### src/rtl/ldpc_msg_mem.sv
// LDPC message store: one write port, one registered read port, and a
// clear sweep that zeroes every word after reset or on request.
module ldpc_msg_mem #(
    parameter int WIDTH  = 8,
    parameter int DEPTH  = 64,
    parameter int AW     = 8,
    parameter int BYPASS = 1
) (
    input  logic             clk,
    input  logic             xrst,
    input  logic             i_wen,
    input  logic [AW-1:0]    i_waddr,
    input  logic [WIDTH-1:0] i_wdata,
    input  logic             i_ren,
    input  logic [AW-1:0]    i_raddr,
    input  logic             i_clr,
    output logic [WIDTH-1:0] o_rdata,
    output logic             o_rval,
    output logic             o_busy,
    output logic             o_err
);
    localparam int          IW      = (DEPTH > 1) ? $clog2(DEPTH) : 1;
    localparam logic [AW:0] DEPTH_W = (AW+1)'(DEPTH);
    localparam logic [AW-1:0] LAST  = AW'(DEPTH - 1);

    typedef enum logic {IDLE, CLEAR} state_t;

    state_t           state_q, state_d;
    logic [AW-1:0]    cnt_q, cnt_d;
    logic             rval_q, rval_d;
    logic [WIDTH-1:0] rdata_q, rdata_d;
    logic             err_q, err_d;

    logic             we;
    logic [IW-1:0]    wa;
    logic [WIDTH-1:0] wd;
    logic             wr_ok, rd_ok;

    // Not reset: the sweep that follows reset zeroes the contents.
    logic [WIDTH-1:0] mem [DEPTH];

    assign wr_ok = {1'b0, i_waddr} < DEPTH_W;
    assign rd_ok = {1'b0, i_raddr} < DEPTH_W;

    always_comb begin
        state_d = state_q;
        cnt_d   = cnt_q;
        rval_d  = 1'b0;
        rdata_d = rdata_q;
        err_d   = err_q;
        we      = 1'b0;
        wa      = i_waddr[IW-1:0];
        wd      = i_wdata;
        case (state_q)
            CLEAR: begin
                we    = 1'b1;
                wa    = cnt_q[IW-1:0];
                wd    = '0;
                cnt_d = cnt_q + 1'b1;
                if (cnt_q == LAST) state_d = IDLE;
            end
            default: begin
                if (i_wen) begin
                    if (wr_ok) we = 1'b1;
                    else       err_d = 1'b1;
                end
                if (i_ren) begin
                    rval_d = 1'b1;
                    if (!rd_ok) begin
                        rdata_d = '0;
                        err_d   = 1'b1;
                    end else if (BYPASS != 0 && i_wen && i_waddr == i_raddr) begin
                        rdata_d = i_wdata;
                    end else begin
                        rdata_d = mem[i_raddr[IW-1:0]];
                    end
                end
                // Clear still lets this cycle's accesses through; the sweep
                // then wipes whatever was written.
                if (i_clr) begin
                    state_d = CLEAR;
                    cnt_d   = '0;
                    err_d   = 1'b0;
                end
            end
        endcase
    end

    always_ff @(posedge clk or posedge xrst) begin
        if (xrst) begin
            state_q <= CLEAR;
            cnt_q   <= '0;
            rval_q  <= 1'b0;
            rdata_q <= '0;
            err_q   <= 1'b0;
        end else begin
            state_q <= state_d;
            cnt_q   <= cnt_d;
            rval_q  <= rval_d;
            rdata_q <= rdata_d;
            err_q   <= err_d;
        end
    end

    always_ff @(posedge clk) begin
        if (we) mem[wa] <= wd;
    end

    assign o_rdata = rdata_q;
    assign o_rval  = rval_q;
    assign o_busy  = (state_q == CLEAR);
    assign o_err   = err_q;
endmodule

### config.mk
export PLATFORM = sky130hd
export DESIGN_NAME = ldpc_msg_mem
export DESIGN_NICKNAME = d
export VERILOG_FILES = /design/src/rtl/ldpc_msg_mem.sv
export SDC_FILE = /design/constraint.sdc
export NUM_CORES = 1
export LEC_CHECK = 0
export CORE_MARGIN = 2
export CORE_UTILIZATION = 55
export CTS_BUF_LIST = sky130_fd_sc_hd__clkbuf_16
export DETAILED_ROUTE_END_ITERATION = 10
export GPL_ROUTABILITY_DRIVEN = 0
export PLACE_DENSITY_LB_ADDON = 0.25
export SKIP_CTS_REPAIR_TIMING = 1
export SYNTH_ARGS = -nofsm -noshare
export SYNTH_HDL_FRONTEND = slang
export SYNTH_SLANG_ARGS = --single-unit
export TNS_END_PERCENT = 50
### constraint.sdc
create_clock -name clk -period 4.2 [get_ports clk]
set_clock_uncertainty 0.05 [all_clocks]
set_input_delay 1.05 -clock clk [delete_from_list [all_inputs] [get_ports clk]]
set_output_delay 1.05 -clock clk [all_outputs]
set_load 0.02 [all_outputs]
---- After elaboration in Yosys (flattened, before gate mapping) ----
Memory sizes are Yosys's and may differ from the RTL's.
Cells that the tools add are included.
operators by class
  equality and inequality tests ........... 2
  $lt $le $gt $ge ......................... 2
  reductions and logical operators ........ 3
  muxes and demuxes ....................... 21
  add/subtract/negate cells ............... 1
  bitwise operators ....................... 1
operators with widths
  cell                   count
  $mux W8                5
  $lt A8 B7 Y1 const B   2
  $mux W1                15
  $add A8 B1 Y8 const B  1
  $eq A8 B6 Y1 const B   1
  $eq A8 B8 Y1           1
  $mux W6                1
  $reduce_and A2 Y1      1
  $reduce_bool A2 Y1     1
  $logic_and A1 B1 Y1    1
  $not A1 Y1             1
word-level totals
  logic and storage cells ................. 36
  memories ................................ 1
  RAM bits ................................ 512
  flip-flop bits (word level) ............. 19
memory list
  name  depth  bits a word  rd ports  clocked after Yosys merged registers in  wr ports  line  RTL
  mem   64     8            1         0                                        1         40    logic [WIDTH-1:0] mem [DEPTH];

---- Longest topological paths before layout ----
Gate-level depths: netlist (run 1).
  depth in word-level cells ............... 6
  depth in mapped cells ................... 10
  gate-level depth less buffers ........... 6

---- Least setup slack after synthesis (run 1) ----
No wires, ideal clock.
  path kind ............................... register to register
  start point ............................. reg state_q, in the netlist o_busy
  end point ............................... mem mem[0][0] (data pin)
  period minus slack after synthesis ...... 3.212 ns
  path buffers ............................ 3
  cell stages (with the launch flop) ...... 5
  required time ........................... 3.636 ns
  setup time .............................. 0.514 ns
  setup slack ............................. 0.988 ns
  data arrival time ....................... 2.648 ns
  cell sequence ........................... dfstp_2 > clkbuf_1 > clkbuf_1 > clkbuf_1 > nor2b_1
between the ends
  longest elaborated chain between the ends .. 1
RTL lines
  element                 line  RTL
  start, declared         28    state_t state_q, state_d;
  start signal, assigned  97    state_q <= state_d;
  $mux W8                 54    case (state_q)
  named net wd[0]         36    logic [WIDTH-1:0] wd;
  end, declared           40
The timed path passes the listed nets, and every way through them passes these cells.

---- Final worst setup path (run 1) ----
  start point ............................. reg state_q, in the netlist o_busy
  end point ............................... out o_busy
RTL lines
  element        line  RTL
  end, declared  19    output logic o_busy,
No word-level cell between the ends.

==> results.py, run 1 <==
metrics = {
    "outcome": {
        "outcome": "completed",
    },
    "detailed_routing": {
        "via_per_inst": 6.269,
        "post_drt_wl_per_cell_um": 27.72,
        "wl_met2_um": 23640,
        "drt_wl_total_um": 51200,
        "drc": 0,
        "drtIter0Drc": 1505,
        "wl_met3_um": 5167,
        "wl_met1_um": 20670,
        "num_vias": 11580,
        "ant_nets": 0,
        "drt_first_pass_iters": 8,
        "dr.max_layer_used": "met4",
    },
    "cells_and_area": {
        "layout-drive-gt1-share": 0.1994,
        "fin_nets": 1321,
        "design_area_um2": 24580,
        "instances_no_fill": 1847,
        "area_growth_pct": 15.52,
        "seqCellArea_um2": 15850,
        "diodes": 0,
        "fillers": 2630,
        "multi_input_area_um2": 5114,
        "final_util": 0.6406,
    },
    "critical_path": {
        "slowest_stage": "dfstp_2",
        "r2r_start": "o_busy$_DFF_PP1_",
        "crit_path_cell_trace": "clkdlybuf4s50_1",
        "cpPeakStageDelay_ps": 1140,
        "setup.worst_path.start_class": "flop",
        "worstPathMaxFanout": 41,
        "critical_path.top_delay_family": "flip-flops",
        "critPathLaunch": "o_busy$_DFF_PP1_",
        "path_class": "flop to output pin",
        "worstPathArrival_ps": 2460,
        "r2r_slack_ps": 740,
        "cp.required_ps": 3100,
        "endpoint_kind": "output pin",
        "crit_buf_inv": 1,
    },
    "floorplan": {
        "die-area_um2": 40280,
        "die_x_um": 200.7,
        "start_util": 0.5545,
        "io_pins": 40,
        "std_cell_rows": 72,
        "die_h_um": 200.7,
        "coreArea_um2": 38380,
    },
    "timing": {
        "period_needed_ps": 3562,
        "tns_ps": 0,
        "fmaxAchievable_mhz": 280.7,
        "rsz0062_at_grt": "no",
        "fin_crit_sh": 0.8482,
        "hold_viol": 0,
        "finalMaxSlewViolations": 0,
        "slew-limit-headroom": 0.3826,
        "setup_viol": 0,
        "worst_slew_pin_slew_ps": 924.2,
    },
    "power_and_ir_drop": {
        "powerDensity_nw_per_um2": 511.8,
        "ir_worst_vdd_v": 0.0002382,
        "p_leak_nw": 8.489,
    },
    "synth": {
        "syn_nets": 1192,
        "netlist_instances": 1162,
        "synthFlopType": "edfxtp_1",
        "synth_seq_area_share": 0.7449,
        "ys_async_sr_fraction": 0.03578,
        "ys_ff_latch": 531,
        "synth_warnings": 0,
        "synth.distinct_cells": 50,
        "syn_area_um2": 21280,
        "synth_edf_count": 512,
        "syn_avg_cell_area_um2": 18.31,
    },
    "worst_hold_path": {
        "hp-class": "flop to flop",
        "hold_path.startpoint": "o_err$_DFFE_PP0N_",
    },
    "clock_tree": {
        "cts_root_buf": "clkbuf_16",
        "cts_buffers": 51,
        "worstSkewPairLatency_ps": 580,
        "cts_tree": "done",
        "cts-htree-levels": 2,
        "cts.reportedPaths.clkPinSlew_ps": 60,
        "cts.sinks": 531,
        "clk_path_buf_depth": 3,
    },
    "place": {
        "dp_hpwl_um": 33440,
        "postPlaceCellArea_um2": 22890,
        "numPortBuffers": 39,
        "place_inst": 1756,
    },
    "grt": {
        "first_global_vias": 11510,
        "grt_pass1_wl_um": 75830,
        "grt_max_degree": 66,
        "grtUsageTotal": 0.2579,
        "grt_overflow": 0,
        "antenna_found_initial": 0,
    },
    "flow_run": {
        "max_cap_viol_count": 0,
    },
}
## where the power goes
group	leakage [nW]	total (mW)	switching, mW	internal [mW]
logic	2.62	1.62	1.06	0.567
registers	5.00	6.35	0.154	6.20
clock network	0.868	4.61	1.88	2.73
## kinds of logic after synthesis
logic type / synth area share
compound gates: 0.04510
xor+xnor: 0.004527
fa+ha+maj: 0.0005879
buf+inv: 0.01758
flops: 0.7449
mux: 0.1394
simple gates: 0.04792
## sequential cells by signal, summed over array words and instances (netlist names)
| register | flops |
|---|---|
| cnt_q | 8 |
| mem | 512 |
| o_busy | 1 |
| o_err | 1 |
| o_rdata | 8 |
| o_rval | 1 |
## final timing paths
check,end,cells past startpoint
max in group asynchronous,cnt_q[4]$_DFFE_PP0P_,2
worst min register to register,o_err$_DFFE_PP0N_,1
min in group asynchronous,o_rval$_DFF_PP0_,2
worst min-delay path,o_err$_DFFE_PP0N_,1
worst max-delay path,o_busy,1
worst max register to register,mem[19][2]$_DFFE_PP_,3
## area by class of cell
type                       count  share of cell area
sequential                   531              0.6448
multi-input combinational    560              0.2080
clock buffer                  52             0.05293
timing repair buffer         139             0.05080
tap                          518             0.02637
clock inverter                39             0.01583
inverter                       8            0.001222
## stage by stage
stage               power [mW]  hold slack, ps  worst slack, ps
finish                   12.58           439.5            637.7
floorplan                7.326           407.5            987.5
global placement         8.001           427.2            553.7
global route             12.94           466.5            538.1
CTS                      12.61           443.4            616.3
detailed placement       8.037           429.3            529.5
## metal layers
layer,vias up,GRT usage
met1,5907,0.3728
met5,-,0
met2,623,0.3938
met3,108,0.06331
li1,4940,-
met4,0,0.07989
## synth_stat cells, types with 2 or more instances
master / number / area (um^2)
a211oi_1: 3 / 22.52
a21oi_1: 11 / 55.05
a221oi_1: 5 / 43.79
a22o_1: 24 / 210.2
a22oi_1: 35 / 262.8
a31oi_1: 26 / 162.7
a32o_1: 2 / 20.02
a32oi_1: 5 / 43.79
and3_1: 3 / 18.77
and3b_1: 2 / 17.52
buf_1: 2 / 7.510
buf_2: 32 / 160.2
buf_4: 10 / 75.07
buf_6: 4 / 45.04
clkbuf_1: 15 / 56.30
dfrtp_1: 18 / 450.4
edfxtp_1: 512 / 15370
inv_1: 8 / 30.03
mux2_2: 4 / 45.04
mux2i_1: 114 / 1141
mux4_2: 79 / 1779
nand2_1: 48 / 180.2
nand2b_1: 10 / 62.56
nand3_1: 24 / 120.1
nand4_1: 4 / 25.02
nor2_1: 82 / 307.8
nor2b_1: 19 / 118.9
nor3_1: 6 / 30.03
nor3b_1: 3 / 22.52
nor4_1: 4 / 25.02
o21ai_0: 10 / 50.05
o31ai_1: 5 / 37.54
or3_1: 7 / 43.79
xnor2_1: 10 / 87.58
## cells in the final DEF, fill, tap and decap left out, drive strengths merged, types with 4 or more instances in the layout
master and n:
mux4 79, nand3 24, buf 104, nor3 6
or3 7, xnor2 10, mux2 4, nand2b 10
clkinv 13, a22o 24, a221oi 5, edfxtp 512
a22oi 35, clkdlybuf4s50 35, nand4 4, dfrtp 18
o31ai 5, nor2b 19, bufinv 8, a32oi 5
a31oi 26, clkbuf 52, mux2i 114, inv 24
nand2 48, a21oi 11, o21ai 11, nor4 5
nor2 83
## worst reg2reg max path, cell delays in order, from the launching register on
cell,delay [ps]
dfstp_2,1140
mux2i_1,620
nand2_1,460
nor2_1,810
Note: power is estimated with default switching activity, not from simulation.
==> run 2: changes to the inputs <==
- clock period: 4.2 -> 2.9 ns (I/O delays scaled with it)
==> results.py, run 2 (synthesis results as in run 1) <==
metrics = {
    "timing": {
        "fin_crit_sh": 0.9715,
        "rsz0062_at_grt": "no",
        "finalMaxSlewViolations": 0,
        "worst_slew_pin_slew_ps": 849.9,
        "tns_ps": 0,
        "hold_viol": 0,
        "setup_ws_ps": 82.78,
        "period_needed_ps": 2817,
        "slew-limit-headroom": 0.4328,
        "holdWs_ps": 441.4,
        "setup_viol": 0,
        "fmaxAchievable_mhz": 355.0,
    },
    "critical_path": {
        "slowest_stage": "dfstp_4",
        "crit_cells": 1,
        "r2r_start": "o_busy$_DFF_PP1_",
        "endpoint_kind": "output pin",
        "cp-endpoint": "o_busy",
        "cpPeakStageDelay_ps": 800,
        "crit_path_cell_trace": "clkdlybuf4s50_1",
        "path_class": "flop to output pin",
        "critical_path.top_delay_family": "flip-flops",
        "worstPathMaxFanout": 33,
        "timing.rr.end": "mem[54][5]$_DFFE_PP_",
        "crit_buf_inv": 1,
        "r2r_slack_ps": 570,
        "r2r_cells": 6,
        "setup.worst_path.start_class": "flop",
        "critPathLaunch": "o_busy$_DFF_PP1_",
        "worstPathArrival_ps": 2040,
        "cp.required_ps": 2120,
    },
    "floorplan": {
        "die_x_um": 200.7,
        "die-area_um2": 40280,
        "std_cell_rows": 72,
        "coreArea_um2": 38380,
        "start_util": 0.5545,
        "io_pins": 40,
        "die_h_um": 200.7,
    },
    "grt": {
        "grt_overflow": 0,
        "grt_max_degree": 65,
        "grtUsageTotal": 0.2670,
        "grt_pass1_wl_um": 78400,
        "first_global_vias": 11910,
        "met3_usage": 0.05698,
        "use_met1": 0.3909,
        "busiest_layer": "met2",
        "global_route.usage.met2": 0.4022,
        "antenna_found_initial": 0,
    },
    "worst_hold_path": {
        "holdPathStages": 1,
        "hp-class": "flop to flop",
        "hold_path.startpoint": "o_err$_DFFE_PP0N_",
    },
    "cells_and_area": {
        "layout_commonest_cell": "edfxtp_1",
        "fillers": 2617,
        "multi_input_area_um2": 5114,
        "largest_reg_flops": 512,
        "diodes": 0,
        "seqCellArea_um2": 15860,
        "top_register": "mem",
        "mostFrequentLayoutCells": "edfxtp_1, buf_4, mux2i_1, nor2_1, mux4_2",
        "fin_nets": 1416,
        "instances_no_fill": 1944,
        "area_growth_pct": 19.29,
        "layout-drive-gt1-share": 0.2553,
    },
    "place": {
        "dp_hpwl_um": 34810,
        "pre_cts_ws_ps": -170.0,
        "place_inst": 1849,
        "numPortBuffers": 39,
    },
    "detailed_routing": {
        "ant_nets": 0,
        "num_vias": 11930,
        "drc": 0,
        "via_per_inst": 6.136,
        "drtIter0Drc": 1668,
        "post_drt_wl_per_cell_um": 26.77,
        "drt_wl_total_um": 52040,
        "drt_first_pass_iters": 8,
    },
    "outcome": {
        "outcome": "completed",
    },
    "clock_tree": {
        "cts_root_buf": "clkbuf_16",
        "cts_buffers": 53,
        "cts-htree-levels": 2,
        "cts_tree": "done",
        "cts.reportedPaths.clkPinSlew_ps": 60,
        "clk_path_buf_depth": 3,
        "cts.sinks": 531,
        "worstSkewPairLatency_ps": 600,
    },
    "flow_run": {
        "max_cap_viol_count": 0,
    },
    "power_and_ir_drop": {
        "p_leak_nw": 8.970,
        "power_mw": 18.42,
        "ir_worst_vdd_v": 0.0004393,
        "powerDensity_nw_per_um2": 725.6,
    },
}
run 2: per-layer routing:
metal  part of all wire  vias up
li1                   -     5128
met1               0.41     6036
met2               0.46      665
met3               0.11      100
met4              0.034        0
met5                  0        -
run 2: where the power goes:
| group | leakage (nW) | switching [mW] | total [mW] | internal (mW) |
|---|---|---|---|---|
| clock | 0.861 | 2.75 | 6.60 | 3.85 |
| sequential | 5.00 | 0.228 | 9.20 | 8.98 |
| combinational | 3.11 | 1.58 | 2.61 | 1.03 |
run 2: per-stage QoR:
stage	util	area, um^2
detailed placement	0.6176	23700
global route	0.6615	25380
finish	0.6615	25380
global placement	0.6176	23700
CTS	0.6614	25380
floorplan	-	21280
run 2: area by class of cell:
| cell class | count | share of cell area |
|---|---|---|
| sequential | 531 | 0.6246 |
| multi-input combinational | 560 | 0.2014 |
| timing repair buffer | 232 | 0.08113 |
| clock buffer | 55 | 0.05422 |
| tap | 518 | 0.02553 |
| clock inverter | 40 | 0.01188 |
| inverter | 8 | 0.001183 |
run 2: worst min path at each step:
stage / to / slack, ps
4_1_cts: o_err$_DFFE_PP0N_ / 440
5_1_grt: cnt_q[7]$_DFFE_PP0P_ / 480
3_5_place_dp: o_err$_DFFE_PP0N_ / 430
3_3_place_gp: cnt_q[7]$_DFFE_PP0P_ / 420
6_report: o_err$_DFFE_PP0N_ / 440
2_1_floorplan: cnt_q[7]$_DFFE_PP0P_ / 410
==> run 3: changes to the inputs <==
- HOLD_SLACK_MARGIN: not set -> 0.06
- clock period: 2.9 -> 3.3 ns (I/O delays scaled with it)
==> results.py, run 3 (synthesis results as in run 1) <==
metrics = {
    "grt": {
        "met3_usage": 0.05877,
        "busiest_layer": "met2",
        "grt_pass1_wl_um": 77130,
        "use_met1": 0.3882,
        "grtUsageTotal": 0.2629,
        "antenna_found_initial": 0,
        "first_global_vias": 11580,
        "global_route.usage.met2": 0.4008,
        "grt_max_degree": 65,
        "grt_overflow": 0,
    },
    "cells_and_area": {
        "area_growth_pct": 16.86,
        "mostFrequentLayoutCells": "edfxtp_1, buf_4, mux2i_1, nor2_1, mux4_2",
        "top_register": "mem",
        "layout-drive-gt1-share": 0.2303,
        "instances_no_fill": 1890,
        "diodes": 0,
        "fin_nets": 1364,
        "fillers": 2589,
        "multi_input_area_um2": 5114,
        "seqCellArea_um2": 15850,
        "largest_reg_flops": 512,
        "layout_commonest_cell": "edfxtp_1",
    },
    "timing": {
        "worst_slew_pin_slew_ps": 816.8,
        "slew-limit-headroom": 0.4549,
        "setup_ws_ps": 209.7,
        "tns_ps": 0,
        "finalMaxSlewViolations": 0,
        "hold_viol": 0,
        "holdWs_ps": 456.7,
        "period_needed_ps": 3090,
        "rsz0062_at_grt": "no",
        "fmaxAchievable_mhz": 323.6,
        "setup_viol": 0,
        "fin_crit_sh": 0.9365,
    },
    "critical_path": {
        "slowest_stage": "dfstp_2",
        "cpPeakStageDelay_ps": 710,
        "path_class": "flop to output pin",
        "cp.required_ps": 2420,
        "crit_path_cell_trace": "buf_4 > clkdlybuf4s50_1",
        "endpoint_kind": "output pin",
        "setup.worst_path.start_class": "flop",
        "worstPathMaxFanout": 19,
        "worstPathArrival_ps": 2220,
    },
    "clock_tree": {
        "cts_root_buf": "clkbuf_16",
        "cts.reportedPaths.clkPinSlew_ps": 60,
        "cts-htree-levels": 2,
        "cts_buffers": 50,
        "worstSkewPairLatency_ps": 570,
        "clk_path_buf_depth": 3,
        "cts_tree": "done",
        "cts.sinks": 531,
    },
    "detailed_routing": {
        "drt_first_pass_iters": 7,
        "drc": 0,
        "drt_wl_total_um": 51870,
        "ant_nets": 0,
        "post_drt_wl_per_cell_um": 27.44,
        "via_per_inst": 6.189,
        "drtIter0Drc": 1700,
        "num_vias": 11700,
    },
    "place": {
        "pre_cts_ws_ps": 93.34,
        "place_inst": 1800,
        "dp_hpwl_um": 33760,
        "numPortBuffers": 39,
    },
    "floorplan": {
        "die-area_um2": 40280,
        "io_pins": 40,
        "die_x_um": 200.7,
        "start_util": 0.5545,
        "std_cell_rows": 72,
        "coreArea_um2": 38380,
        "die_h_um": 200.7,
    },
    "power_and_ir_drop": {
        "powerDensity_nw_per_um2": 640.0,
        "p_leak_nw": 8.663,
        "ir_worst_vdd_v": 0.0004059,
    },
    "worst_hold_path": {
        "hp-class": "flop to flop",
    },
    "flow_run": {
        "max_cap_viol_count": 0,
    },
    "outcome": {
        "outcome": "completed",
    },
}
## run 3: path summary, 6_finish.rpt
| path | start | end | slack (ps) | depth (start not counted) |
|---|---|---|---|---|
| worst min-delay path | o_err$_DFFE_PP0N_ | o_err$_DFFE_PP0N_ | 460 | 1 |
| worst max-delay path | o_busy$_DFF_PP1_ | o_busy | 210 | 2 |
| worst min register to register | o_err$_DFFE_PP0N_ | o_err$_DFFE_PP0N_ | 460 | 1 |
| min in group asynchronous | xrst | o_rval$_DFF_PP0_ | 650 | 2 |
| max in group asynchronous | xrst | cnt_q[3]$_DFFE_PP0P_ | 2030 | 2 |
| worst max register to register | o_busy$_DFF_PP1_ | mem[0][5]$_DFFE_PP_ | 640 | 4 |
## run 3: per-layer routing
layer | part of all wire | vias up | wire length, um
met5 | 0 | - | 0
met4 | 0.028 | 0 | 1476
met3 | 0.10 | 103 | 5274
met2 | 0.46 | 650 | 23820
met1 | 0.41 | 5924 | 21290
li1 | - | 5021 | -
## run 3: layout make-up
type,count,share of cell area
clock buffers,51,0.05132
clock inverters,39,0.01384
inverters,8,0.001208
multi-input cells,560,0.2056
flip-flops and latches,531,0.6374
well taps,518,0.02606
repair buffers,183,0.06450
## run 3: critical path: cells and delay by family (launching register included)
kind / cells / cell delay, ps
buf+inv: 2 / 930
flops: 1 / 710
## run 3: report_power, final
group          total [mW]  internal, mW  switching [mW]
Sequential           8.08          7.89           0.197
Combinational        2.15         0.795            1.36
Clock                5.68          3.27            2.41
## run 3: per-stage QoR
step                cell area [um^2]    util  power (mW)
detailed placement             23250  0.6058       10.33
finish                         24870  0.6480       15.91
global route                   24870  0.6480       16.41
CTS                            24870  0.6480       15.93
floorplan                      21280       -       9.324
global placement               23250  0.6058       10.28
